===== src/rtl/sd_cmd_response_receiver_pkg.sv =====
// Shared definitions for the SD CMD-line response receiver: frame lengths,
// CRC7 polynomial, FSM state encoding and the serial CRC7 step function.
package sd_cmd_response_receiver_pkg;

  localparam int unsigned SHORT_LEN_DEF = 48;
  localparam int unsigned LONG_LEN_DEF  = 136;

  // x^7 + x^3 + 1 with the x^7 term implicit
  localparam logic [6:0] CRC7_POLY = 7'h09;

  typedef enum logic [1:0] {
    StIdle,
    StWaitStart,
    StReceive,
    StDone
  } state_e;

  function automatic logic [6:0] crc7_next(input logic [6:0] crc, input logic din);
    logic fb;
    fb = din ^ crc[6];
    return {crc[5:0], 1'b0} ^ (fb ? CRC7_POLY : 7'h00);
  endfunction

endpackage


===== src/rtl/crc7_serial.sv =====
// Bit-serial CRC7 accumulator; only built when SD_RSP_CRC_CHECK_EN is defined.
// clear restarts from zero and may coincide with enable to absorb the first bit.
`ifdef SD_RSP_CRC_CHECK_EN
module crc7_serial
  import sd_cmd_response_receiver_pkg::*;
(
  input  logic       CLK,
  input  logic       RST,
  input  logic       clear,
  input  logic       enable,
  input  logic       din,
  output logic [6:0] crc
);

  logic [6:0] crc_q, crc_d, base;

  always_comb begin
    base  = clear ? 7'h00 : crc_q;
    crc_d = enable ? crc7_next(base, din) : base;
  end

  always_ff @(posedge CLK or negedge RST) begin
    if (!RST) begin
      crc_q <= 7'h00;
    end else begin
      crc_q <= crc_d;
    end
  end

  assign crc = crc_q;

endmodule
`endif


===== src/rtl/sd_cmd_response_receiver.sv =====
// SD CMD-line response receiver (48-bit R1/R3/R6/R7 and 136-bit R2 frames).
// Define SD_RSP_CRC_CHECK_EN to build the CRC7 checker; otherwise CRCERR stays 0.
module sd_cmd_response_receiver
  import sd_cmd_response_receiver_pkg::*;
#(
  parameter int unsigned TIMEOUT_CC = 64,
  parameter int unsigned SHORT_LEN  = SHORT_LEN_DEF,
  parameter int unsigned LONG_LEN   = LONG_LEN_DEF
) (
  input  logic         CLK,
  input  logic         RST,
  input  logic         ENA,
  input  logic         LONGRSP,
  input  logic         SERIALRSP,
  output logic [127:0] PARALLELRSP,
  output logic         COMPLT,
  output logic         CRCERR,
  output logic         FRAMEERR,
  output logic         TIMEOUT
);

  localparam int unsigned CntMax = (LONG_LEN > TIMEOUT_CC) ? LONG_LEN : TIMEOUT_CC;
  localparam int unsigned CntW   = $clog2(CntMax + 1);

  state_e              state_q, state_d;
  logic [CntW-1:0]     cnt_q, cnt_d;
  logic [LONG_LEN-2:0] shift_q, shift_d;
  logic                long_q, long_d;
  logic [127:0]        prsp_q, prsp_d;
  logic                complt_q, complt_d;
  logic                crcerr_q, crcerr_d;
  logic                frameerr_q, frameerr_d;
  logic                timeout_q, timeout_d;

  // Whole frame as it stands once the bit now on the line is included; bit 0 is the end bit.
  logic [LONG_LEN-1:0] frame;
  logic [CntW-1:0]     last_idx;
  logic                frame_bad;
  logic                crc_bad;
  logic [127:0]        short_data, long_data;
  logic                unused_hdr;

  assign frame      = {shift_q, SERIALRSP};
  assign last_idx   = long_q ? CntW'(LONG_LEN - 1) : CntW'(SHORT_LEN - 1);
  assign frame_bad  = long_q ? (frame[LONG_LEN-2] | ~frame[0]) : (frame[SHORT_LEN-2] | ~frame[0]);
  assign short_data = 128'(frame[SHORT_LEN-3:8]);
  assign long_data  = 128'({frame[LONG_LEN-9:1], 1'b0});
  // Start, transmission and R2 reserved bits carry no payload
  assign unused_hdr = ^frame[LONG_LEN-1:LONG_LEN-8];

`ifdef SD_RSP_CRC_CHECK_EN
  logic [6:0] crc_val;
  logic       crc_clear, crc_en;

  assign crc_clear = (state_q == StWaitStart) && ENA && !SERIALRSP;
  // cnt_q is the index of the bit currently on the line while receiving
  assign crc_en = crc_clear ? !long_q :
                  (state_q == StReceive) &&
                  (long_q ? (cnt_q >= CntW'(8) && cnt_q < CntW'(LONG_LEN - 8))
                          : (cnt_q < CntW'(SHORT_LEN - 8)));
  assign crc_bad = (crc_val != frame[7:1]);

  crc7_serial u_crc7 (
    .CLK    (CLK),
    .RST    (RST),
    .clear  (crc_clear),
    .enable (crc_en),
    .din    (SERIALRSP),
    .crc    (crc_val)
  );
`else
  assign crc_bad = 1'b0;
`endif

  always_comb begin
    state_d    = state_q;
    cnt_d      = cnt_q;
    shift_d    = shift_q;
    long_d     = long_q;
    prsp_d     = prsp_q;
    complt_d   = complt_q;
    crcerr_d   = crcerr_q;
    frameerr_d = frameerr_q;
    timeout_d  = timeout_q;
    unique case (state_q)
      StIdle: begin
        if (ENA) begin
          state_d = StWaitStart;
          long_d  = LONGRSP;
          cnt_d   = '0;
        end
      end
      StWaitStart: begin
        if (!ENA) begin
          state_d = StIdle;
        end else if (!SERIALRSP) begin
          state_d = StReceive;
          cnt_d   = CntW'(1);
          shift_d = '0;
        end else begin
          cnt_d = cnt_q + CntW'(1);
          if (cnt_q == CntW'(TIMEOUT_CC - 1)) begin
            state_d   = StDone;
            complt_d  = 1'b1;
            timeout_d = 1'b1;
          end
        end
      end
      StReceive: begin
        if (!ENA) begin
          state_d = StIdle;
        end else begin
          shift_d = frame[LONG_LEN-2:0];
          cnt_d   = cnt_q + CntW'(1);
          if (cnt_q == last_idx) begin
            state_d    = StDone;
            complt_d   = 1'b1;
            frameerr_d = frame_bad;
            crcerr_d   = crc_bad;
            prsp_d     = long_q ? long_data : short_data;
          end
        end
      end
      StDone: begin
        if (!ENA) begin
          state_d    = StIdle;
          complt_d   = 1'b0;
          crcerr_d   = 1'b0;
          frameerr_d = 1'b0;
          timeout_d  = 1'b0;
        end
      end
      default: state_d = StIdle;
    endcase
  end

  always_ff @(posedge CLK or negedge RST) begin
    if (!RST) begin
      state_q    <= StIdle;
      cnt_q      <= '0;
      shift_q    <= '0;
      long_q     <= 1'b0;
      prsp_q     <= '0;
      complt_q   <= 1'b0;
      crcerr_q   <= 1'b0;
      frameerr_q <= 1'b0;
      timeout_q  <= 1'b0;
    end else begin
      state_q    <= state_d;
      cnt_q      <= cnt_d;
      shift_q    <= shift_d;
      long_q     <= long_d;
      prsp_q     <= prsp_d;
      complt_q   <= complt_d;
      crcerr_q   <= crcerr_d;
      frameerr_q <= frameerr_d;
      timeout_q  <= timeout_d;
    end
  end

  assign PARALLELRSP = prsp_q;
  assign COMPLT      = complt_q;
  assign CRCERR      = crcerr_q;
  assign FRAMEERR    = frameerr_q;
  assign TIMEOUT     = timeout_q;

endmodule


===== config.mk =====
export PLATFORM = sky130hd
export DESIGN_NAME = sd_cmd_response_receiver
export DESIGN_NICKNAME = d
export VERILOG_FILES = /design/src/rtl/sd_cmd_response_receiver_pkg.sv /design/src/rtl/crc7_serial.sv /design/src/rtl/sd_cmd_response_receiver.sv
export SDC_FILE = /design/constraint.sdc
export NUM_CORES = 1
export LEC_CHECK = 0
export CORE_UTILIZATION = 50
export DETAILED_ROUTE_END_ITERATION = 6
export PLACE_DENSITY = 0.73
export SLEW_MARGIN = 30
export SYNTH_ARGS = -nofsm -noshare
export SYNTH_HDL_FRONTEND = slang
export SYNTH_SLANG_ARGS = --single-unit

===== constraint.sdc =====
create_clock -name CLK -period 2.1 [get_ports CLK]
set_input_delay 0.42 -clock CLK [delete_from_list [all_inputs] [get_ports CLK]]
set_output_delay 0.42 -clock CLK [all_outputs]
set_load 0.02 [all_outputs]

==> flow_summary.ini <==
[clock_network]
cts_tree = done
numCtsBuffers = 29
root_buffer = clkbuf_16
clock_sinks = 276
cts_buffer_depth = 3
post-cts-setup-buffers = 0
clock_latency_ns = 0.54
htree_levels = 1
clkTransAtPathRegs_ns = 0.06

[critical_path]
startpoint_type = flip-flop
startpoint = PARALLELRSP[18]
end_kind = output pin
cp_max_fo = 2
critPathSlowestCell = clkdlybuf4s50_1
worstPathBufferInverterCount = 1
critical_path.cell_chain = clkdlybuf4s50_1
cp_slowest_stage_delay_ns = 0.63
r2r-start = long_q
criticalPathCategory = flip-flop to output pin
cp_data_arrival_time_ns = 1.55
path_delay_family = buffers and inverters
worstPathRequired_ns = 1.68

[yosys]
yosys.area_share.simple = 0.1780
synth.avg_cell_area_sq_um = 9.170
synth_area_sq_um = 11420
syn_inst = 1245
synth_fa_ha_area_frac = 0.006575
synth-seq-cells = 276
synthMuxAreaShare = 0.03605
synth_compound_area_frac = 0.1349
synth.distinct_cells = 35
synthXorXnorAreaFrac = 0
yosysWarnings = 0
yosysSeqAreaShare = 0.6049
synth_top_family_by_area = simple AND/OR/NAND/NOR gates
syn-num-nets = 1256

[layout]
nets = 1358
most-common-layout-cells = nand2_1, dfrtp_1, o21ai_0
syn2layout_area_growth_pct = 23.18
fin_cells = 1648
final_area_sq_um = 14060
drive_above_1_share = 0.05779
final_common_cell = nand2_1

[sta]
slew_viol_final = 0
fin_ws_ns = 0.1270
finClkSkew_ns = 0.02322
post-route-period-util = 0.9395
tightest_slew_ns = 0.5662
setup_violations = 0
fmax_mhz = 506.9
rsz0062_at_grt = no
min_period_ns = 1.973
hold_viol = 0
relSlewSlack = 0.6226
setup_tns_ns = 0

[placement]
dpl.cell_count = 1595
post_dp_cell_area_sq_um = 13120
place_ws_ns = 0.09022
post-dp-hpwl_mm = 14.55
gp_congestion = 0.7920
io_buffers = 135

[global_routing]
grt_pass1_wl_mm = 40.03
grt_overflow = 0
antenna_found_initial = 1
track_usage = 0.2043
grt_pass1_vias = 8124
grt_max_degree = 101

[status]
status = finished, final reports clean

[route]
drt-total-wl_mm = 23.21
via_per_inst = 5.155
vias = 8495
ant_nets = 0
firstDrtPassIters = 5
drtIter0Drc = 515
avgRoutedWirePerCell_um = 14.08
drc = 0

[floorplan]
io_pins = 137
start_util = 0.5168
fp.dieH_um = 153.1
die_w_um = 153.1
core.rowCount = 54
die-area_sq_um = 23440
coreArea_sq_um = 22090

[power]
p_leak_uw = 0.005873
powerDensity_nw_per_um2 = 876.7
vdd_drop_max_mv = 0.8640

[job]
maxCapViolations = 0

[worst_hold_path]
hold_class = primary input to async pin
==> synth_stat cells, drive strengths merged <==
cell     instances  share of area
nand2          496           0.16
o21ai          278           0.12
dfrtp          276           0.60
clkbuf          62          0.020
mux2i           40          0.035
buf             30          0.017
nor2             8         0.0026
ha               6         0.0066
a21oi            5         0.0022
inv              5         0.0016
nor3             5         0.0022
nand3            4         0.0018
a22o             3         0.0023
nor2b            3         0.0016
o31ai            3         0.0020
a31oi            2         0.0011
and3             2         0.0011
and4bb           2         0.0022
nand4            2         0.0011
a21o             1        0.00066
a221oi           1        0.00077
and2             1        0.00055
conb             1        0.00033
mux2             1        0.00099
nand2b           1        0.00055
nor3b            1        0.00066
o2111ai          1         0.0013
o21a             1        0.00066
o22ai            1        0.00055
o2bb2ai          1        0.00077
o41ai            1        0.00077
or2              1        0.00055
==> worst paths after layout <==
path	slack [ns]	endpoint	depth (start not counted)
worst max-delay path	0.13	PARALLELRSP[18]	1
worst min-delay path	0.36	PARALLELRSP[51]	2
worst max register to register	0.13	PARALLELRSP[122]	6
worst min register to register	0.48	PARALLELRSP[43]	2
max in group asynchronous	1.04	PARALLELRSP[0]	3
min in group CLK	0.48	PARALLELRSP[43]	2
==> per-stage QoR <==
stage	power (uW)	hold slack [ns]	utilization
after CTS	12460	0.3447	0.6358
final	12330	0.3619	0.6365
after global routing	12860	0.3723	0.6364
after global placement	7493	0.3220	0.5936
after detailed placement	7517	0.3235	0.5936
after floorplan	6846	0.1244	-
==> registers in the layout, indices dropped and copies added, names as in the netlist <==
register and count:
COMPLT 1, FRAMEERR 1, PARALLELRSP 128, TIMEOUT 1, cnt_q 8, long_q 1
shift_q 134, state_q 2
==> cell families (layout without fill, tap and decap cells) <==
logic type	Yosys count	count (layout)
compound gates	298	298
fa+ha+maj	6	6
buf+inv	97	219
flops	276	276
mux	41	41
other cells	1	2
simple gates	526	526
==> report_power, final <==
part           leakage, uW  switching [uW]  total (uW)  internal (uW)
clock             0.000453            2020        4900           2890
combinational      0.00157            1350        1970            624
sequential         0.00385            66.4        5450           5380
total              0.00587            3430       12300           8900
==> what timing repair did <==
| item | CTS | global route |
|---|---|---|
| setup endpoints to repair | 0 | 5 |
| resized for setup | 0 | 3 |
| hold buffers | 1 | 0 |
| endpoints found under the hold margin | 34 | 0 |
==> worst register-to-register path: stages (launching register included) <==
cell       delay [ns]
dfrtp_4          0.51
and4bb_1         0.22
o2111ai_2        0.36
or2_4            0.27
buf_12           0.29
nand2_1          0.15
o21ai_1          0.09
==> layer usage <==
layer	share of wire	GRT usage
met4	0.018	0.04618
met5	0	0
met3	0.044	0.03289
met2	0.46	0.3288
met1	0.48	0.2924
==> cell type report <==
class                   instances  area [sq um]
diodes                          1         2.502
clock buffers                  47         893.4
clock inverters                 4         28.78
fillers                      1855          8030
inverters                       5         18.77
multi-input cells             872          4095
flip-flops and latches        276          6910
well taps                     280         350.3
repair buffers                163          1764
Power figures use the tool's default switching activity.
